**config.mk**
```make
export PLATFORM = sky130hd
export DESIGN_NAME = audio_i2s_tx
export DESIGN_NICKNAME = d
export VERILOG_FILES = /design/src/rtl/audio_i2s_tx.sv
export SDC_FILE = /design/constraint.sdc
export NUM_CORES = 1
export LEC_CHECK = 0
export CORE_ASPECT_RATIO = 1.25
export CORE_MARGIN = 5
export CORE_UTILIZATION = 45
export DETAILED_ROUTE_END_ITERATION = 8
export PLACE_DENSITY = 0.66
export SLEW_MARGIN = 20
export SYNTH_ARGS = -nofsm -noshare
export SYNTH_HDL_FRONTEND = slang
export SYNTH_SLANG_ARGS = --single-unit
```
**constraint.sdc**
```tcl
create_clock -name Clk -period 4.9 [get_ports Clk]
set_input_delay 0.49 -clock Clk [delete_from_list [all_inputs] [get_ports Clk]]
set_output_delay 0.49 -clock Clk [all_outputs]
set_load 0.05 [all_outputs]
```
**src/rtl/audio_i2s_tx.sv**
```systemverilog
`default_nettype none
// ============================================================================
// Module   : audio_i2s_tx
// Brief    : I2S DAC transmitter with codec warm-up, sample latch and
//            per-frame data_over next-sample handshake (mono on both slots).
//            Optional volume attenuation enabled by macro AUDIO_TX_VOL_EN.
// Revision : 1.0 - initial release
// ============================================================================
module audio_i2s_tx #(
  parameter int BCLK_DIV   = 25,
  parameter int SAMPLE_W   = 16,
  parameter int WARMUP_CYC = 1000
) (
  input  logic                Clk,
  input  logic                Reset,
  input  logic                INIT,
  input  logic [16:0]         Add,
  input  logic [SAMPLE_W-1:0] sample_data,
`ifdef AUDIO_TX_VOL_EN
  input  logic [2:0]          vol,
`endif
  output logic                INIT_FINISH,
  output logic                data_over,
  output logic                AUD_BCLK,
  output logic                AUD_DACLRCK,
  output logic                AUD_DACDAT
);

  localparam int DIV_W  = (BCLK_DIV > 1) ? $clog2(BCLK_DIV) : 1;
  localparam int BIT_W  = $clog2(2 * SAMPLE_W);
  localparam int WARM_W = (WARMUP_CYC > 1) ? $clog2(WARMUP_CYC) : 1;

  typedef enum logic [1:0] {
    IDLE = 2'd0,
    WARM = 2'd1,
    RUN  = 2'd2
  } state_t;

  state_t              state;
  state_t              state_next;
  logic [WARM_W-1:0]   warm_cnt;
  logic [DIV_W-1:0]    div_cnt;
  logic [BIT_W-1:0]    bit_cnt;
  logic [BIT_W-1:0]    bit_next;
  logic [SAMPLE_W-1:0] hold;
  logic [SAMPLE_W-1:0] shreg;
  logic [SAMPLE_W-1:0] load_word;
  logic [16:0]         add_ref;
  logic                running;
  logic                div_tc;
  logic                fall;

  always_ff @(posedge Clk or posedge Reset) begin
    if (Reset) begin
      state <= IDLE;
    end else begin
      state <= state_next;
    end
  end

  always_comb begin
    state_next = state;
    case (state)
      IDLE: begin
        if (INIT) begin
          state_next = (WARMUP_CYC <= 1) ? RUN : WARM;
        end
      end
      WARM: begin
        if (!INIT) begin
          state_next = IDLE;
        end else if (warm_cnt == WARM_W'(WARMUP_CYC - 1)) begin
          state_next = RUN;
        end
      end
      RUN: begin
        if (!INIT) begin
          state_next = IDLE;
        end
      end
      default: state_next = IDLE;
    endcase
  end

  // The IDLE->WARM edge is the first warm-up cycle, so counting starts at 1.
  always_ff @(posedge Clk or posedge Reset) begin
    if (Reset) begin
      warm_cnt <= '0;
    end else if (state_next == WARM) begin
      warm_cnt <= (state == WARM) ? warm_cnt + 1'b1 : WARM_W'(1);
    end else begin
      warm_cnt <= '0;
    end
  end

  always_ff @(posedge Clk or posedge Reset) begin
    if (Reset) begin
      INIT_FINISH <= 1'b0;
    end else begin
      INIT_FINISH <= (state_next == RUN);
    end
  end

  // The RUN-entry edge also clears, so the first BCLK toggle is a full BCLK_DIV later.
  assign running  = (state == RUN) && (state_next == RUN);
  assign div_tc   = (div_cnt == DIV_W'(BCLK_DIV - 1));
  assign fall     = running && div_tc && AUD_BCLK;
  assign bit_next = (bit_cnt == BIT_W'(2 * SAMPLE_W - 1)) ? '0 : bit_cnt + 1'b1;

`ifdef AUDIO_TX_VOL_EN
  assign load_word = $signed(hold) >>> vol;
`else
  assign load_word = hold;
`endif

  always_ff @(posedge Clk or posedge Reset) begin
    if (Reset) begin
      div_cnt     <= '0;
      bit_cnt     <= '0;
      hold        <= '0;
      shreg       <= '0;
      add_ref     <= '0;
      data_over   <= 1'b0;
      AUD_BCLK    <= 1'b0;
      AUD_DACLRCK <= 1'b0;
      AUD_DACDAT  <= 1'b0;
    end else if (!running) begin
      div_cnt     <= '0;
      bit_cnt     <= '0;
      hold        <= '0;
      shreg       <= '0;
      add_ref     <= '0;
      data_over   <= 1'b0;
      AUD_BCLK    <= 1'b0;
      AUD_DACLRCK <= 1'b0;
      AUD_DACDAT  <= 1'b0;
    end else begin
      if (div_tc) begin
        div_cnt  <= '0;
        AUD_BCLK <= ~AUD_BCLK;
      end else begin
        div_cnt <= div_cnt + 1'b1;
      end

      if (fall) begin
        bit_cnt     <= bit_next;
        AUD_DACLRCK <= (bit_next >= BIT_W'(SAMPLE_W));
        // Slots load one bit after the LRCK change; the slot's first bit carries the previous LSB.
        if ((bit_next == BIT_W'(1)) || (bit_next == BIT_W'(SAMPLE_W + 1))) begin
          shreg      <= load_word;
          AUD_DACDAT <= load_word[SAMPLE_W-1];
        end else begin
          shreg      <= shreg << 1;
          AUD_DACDAT <= shreg[SAMPLE_W-2];
        end
      end

      if (fall && (bit_next == '0)) begin
        hold      <= sample_data;
        add_ref   <= Add;
        data_over <= 1'b1;
      end else if (data_over && (Add != add_ref)) begin
        data_over <= 1'b0;
      end
    end
  end

endmodule
`default_nettype wire

```
==> out/metrics.yaml <==
clk_latency_ns: 0.35
power.density_mw_per_mm2: 276.5
worstSetupEndpoint: "add_ref[6]$_DFFE_PP0P_"
first_pass_iters: 4
setup.worst_path.start_class: "flop"
postCtsSetupRepairBufs: 0
setup_tns_ns: 0
ys_seq_area_frac: 0.4872
holdWs_ns: 0.4948
outcome: "complete, no violations"
detail-route-antenna-nets: 0
setup.worst_path.end_class: "flop"
synthesis.nets: 440
antenna_found_initial: 0
synth.avg_cell_area_um2: 9.575
slew_headroom: 0.2420
final_cell_mix: "nand2_1, dfrtp_1, clkdlybuf4s50_1"
drive_above_1_share: 0.06928
routed_wl_um: 7374
coreArea_mm2: 0.008240
vdd_ir_drop_max_v: 0.0001730
ys.warnings.count: 0
rr_startpoint: "bit_cnt[0]$_DFFE_PP0P_"
track_usage: 0.1519
ys.flop_type: "dfrtp_1"
die_w_um: 92.21
maxCapViolCount: 0
grt_setup_unrepaired: "no"
async_flop_share: 1.000
route.vias.total: 2846
yosysTopAreaCell: "dfrtp_1"
worst_clock_skew_ns: 0.009085
cts.sinks: 74
die_h_um: 112.8
cts_tree: "built"
grt_max_degree: 47
setup-violations-final: 0
fin_crit_ns: 2.746
ctsHoldBuffers: 0
fmax_mhz: 364.2
period_share: 0.5604
r2r_end: "add_ref[6]$_DFFE_PP0P_"
critPathArrivalTime_ns: 3.01
yosys-top-cells-area: "dfrtp_1, nand2_1, mux2i_1, xnor2_1, nand4_1"
hold_path_class: "flop to flop"
worst_r2r_path_depth: 5
final_common_cell: "nand2_1"
slew_viol_final: 0
finalPower_uw: 1231
synth_area_mm2: 0.003801
clk_path_buf_depth: 2
synth-edff-count: 0
fin_nets: 471
remaining_drc_errors: 0
initial_core_util: 0.4613
io_pins: 41
hpwl_um: 4998
required_ns: 5.16
crit_fanout: 34
worst_pin_slew_ns: 1.129
drt_iter0_markers: 136
grt_first_pass_wirelength_um: 12850
cts_root_buffer: "clkbuf_8"
grt.overflow.total: 0
via_per_inst: 5.370
portBuffers: 40
routedWlPerCell_um: 13.91
clkTransAtPathRegs_ns: 0.08
synth-seq-cells: 74
fp.dieArea_mm2: 0.01040
num_rows: 37
grt_pass1_vias: 2838
cts_buffers: 9
syn2layout_area_growth_pct: 17.15
synth_cell_types: 43
critical_path.startpoint: "bit_cnt[0]$_DFFE_PP0P_"
crit_type: "flop to flop"
synth_top_area_frac: 0.4872
power_leakage_uw: 0.001681
syn_inst: 397
htree_num_levels: 3
cts_resized: 0
finalWeightedCongestion: 0.7743
finalHoldViolations: 0
antenna_cells: 0
reg2reg_slack_ns: 2.15
state kept, by name, indices dropped and copies added (netlist names):
signal and flops:
add_ref 17, state 2, bit_cnt 4, AUD_DACLRCK 1, AUD_BCLK 1, warm_cnt 10, div_cnt 5, shreg 15
hold 16, INIT_FINISH 1, AUD_DACDAT 1, data_over 1
layer usage:
| layer | GRT usage | vias to the layer above | wire [um] |
|---|---|---|---|
| met5 | 0 | - | 0 |
| met4 | 0.07730 | 0 | 146 |
| met3 | 0.02793 | 13 | 243 |
| met2 | 0.2554 | 52 | 3639 |
| met1 | 0.1865 | 1365 | 3345 |
| li1 | - | 1416 | - |
kinds of logic after synthesis:
kind of cell | share of synthesized area
and+or+nand+nor | 0.2202
DFF | 0.4872
AOI/OAI and AO/OA | 0.07274
muxes | 0.08986
buffers and inverters | 0.04707
xor gates and xnor gates | 0.05991
adders and majority gates | 0.02304
worst max-delay path: stages, from the launching register on:
cell      delay [ns]
dfrtp_1         0.53
ha_1            0.33
and3_2          0.21
ha_1            0.32
o2111a_2        0.97
mux2i_1         0.28
worst min path at each step:
stage,to,slack [ns],cells after the start,from
2_1_floorplan,div_cnt[0]$_DFF_PP0_,0.46,1,div_cnt[0]$_DFF_PP0_
3_3_place_gp,shreg[4]$_DFFE_PP0P_,0.48,2,shreg[4]$_DFFE_PP0P_
3_5_place_dp,shreg[4]$_DFFE_PP0P_,0.49,2,shreg[4]$_DFFE_PP0P_
4_1_cts,shreg[4]$_DFFE_PP0P_,0.50,2,shreg[4]$_DFFE_PP0P_
5_1_grt,shreg[9]$_DFFE_PP0P_,0.54,2,shreg[9]$_DFFE_PP0P_
6_report,AUD_DACDAT$_DFFE_PP0P_,0.49,2,AUD_DACDAT$_DFFE_PP0P_
synth_stat cells, types with 2 or more instances:
cell	number
nand2_1	110
dfrtp_1	74
mux2i_1	33
xnor2_1	21
nand4_1	20
clkbuf_1	17
nor2_1	17
o211ai_1	15
a21oi_1	11
inv_1	9
nor3_1	9
ha_1	7
nand3_1	6
nand3b_1	5
o21ai_0	5
xor2_1	5
buf_12	3
a21boi_0	2
buf_2	2
nand2b_1	2
nand4b_1	2
power by group:
part | internal (uW) | switching (uW) | leakage, uW
Clock | 328 | 225 | 0.000119
Combinational | 34.4 | 27.0 | 0.000532
Sequential | 614 | 3.50 | 0.00103
layout make-up:
class / count / area (um^2)
flip-flops and latches: 74 / 1852
clock inverters: 4 / 72.57
multi-input cells: 291 / 1785
repair buffers: 43 / 422.9
clock buffers: 12 / 165.2
fillers: 755 / 3787
well taps: 97 / 121.4
inverters: 9 / 33.78
per-stage QoR:
step / instances / setup slack (ns) / util / instance area, um^2
after global routing: 530 / 1.940 / 0.5404 / 4453
after floorplan: 397 / 2.528 / - / 3801
final: 530 / 2.154 / 0.5404 / 4453
after global placement: 514 / 2.161 / 0.5106 / 4208
after CTS: 530 / 2.147 / 0.5395 / 4446
after detailed placement: 514 / 2.060 / 0.5106 / 4208
Power figures use the tool's default switching activity.
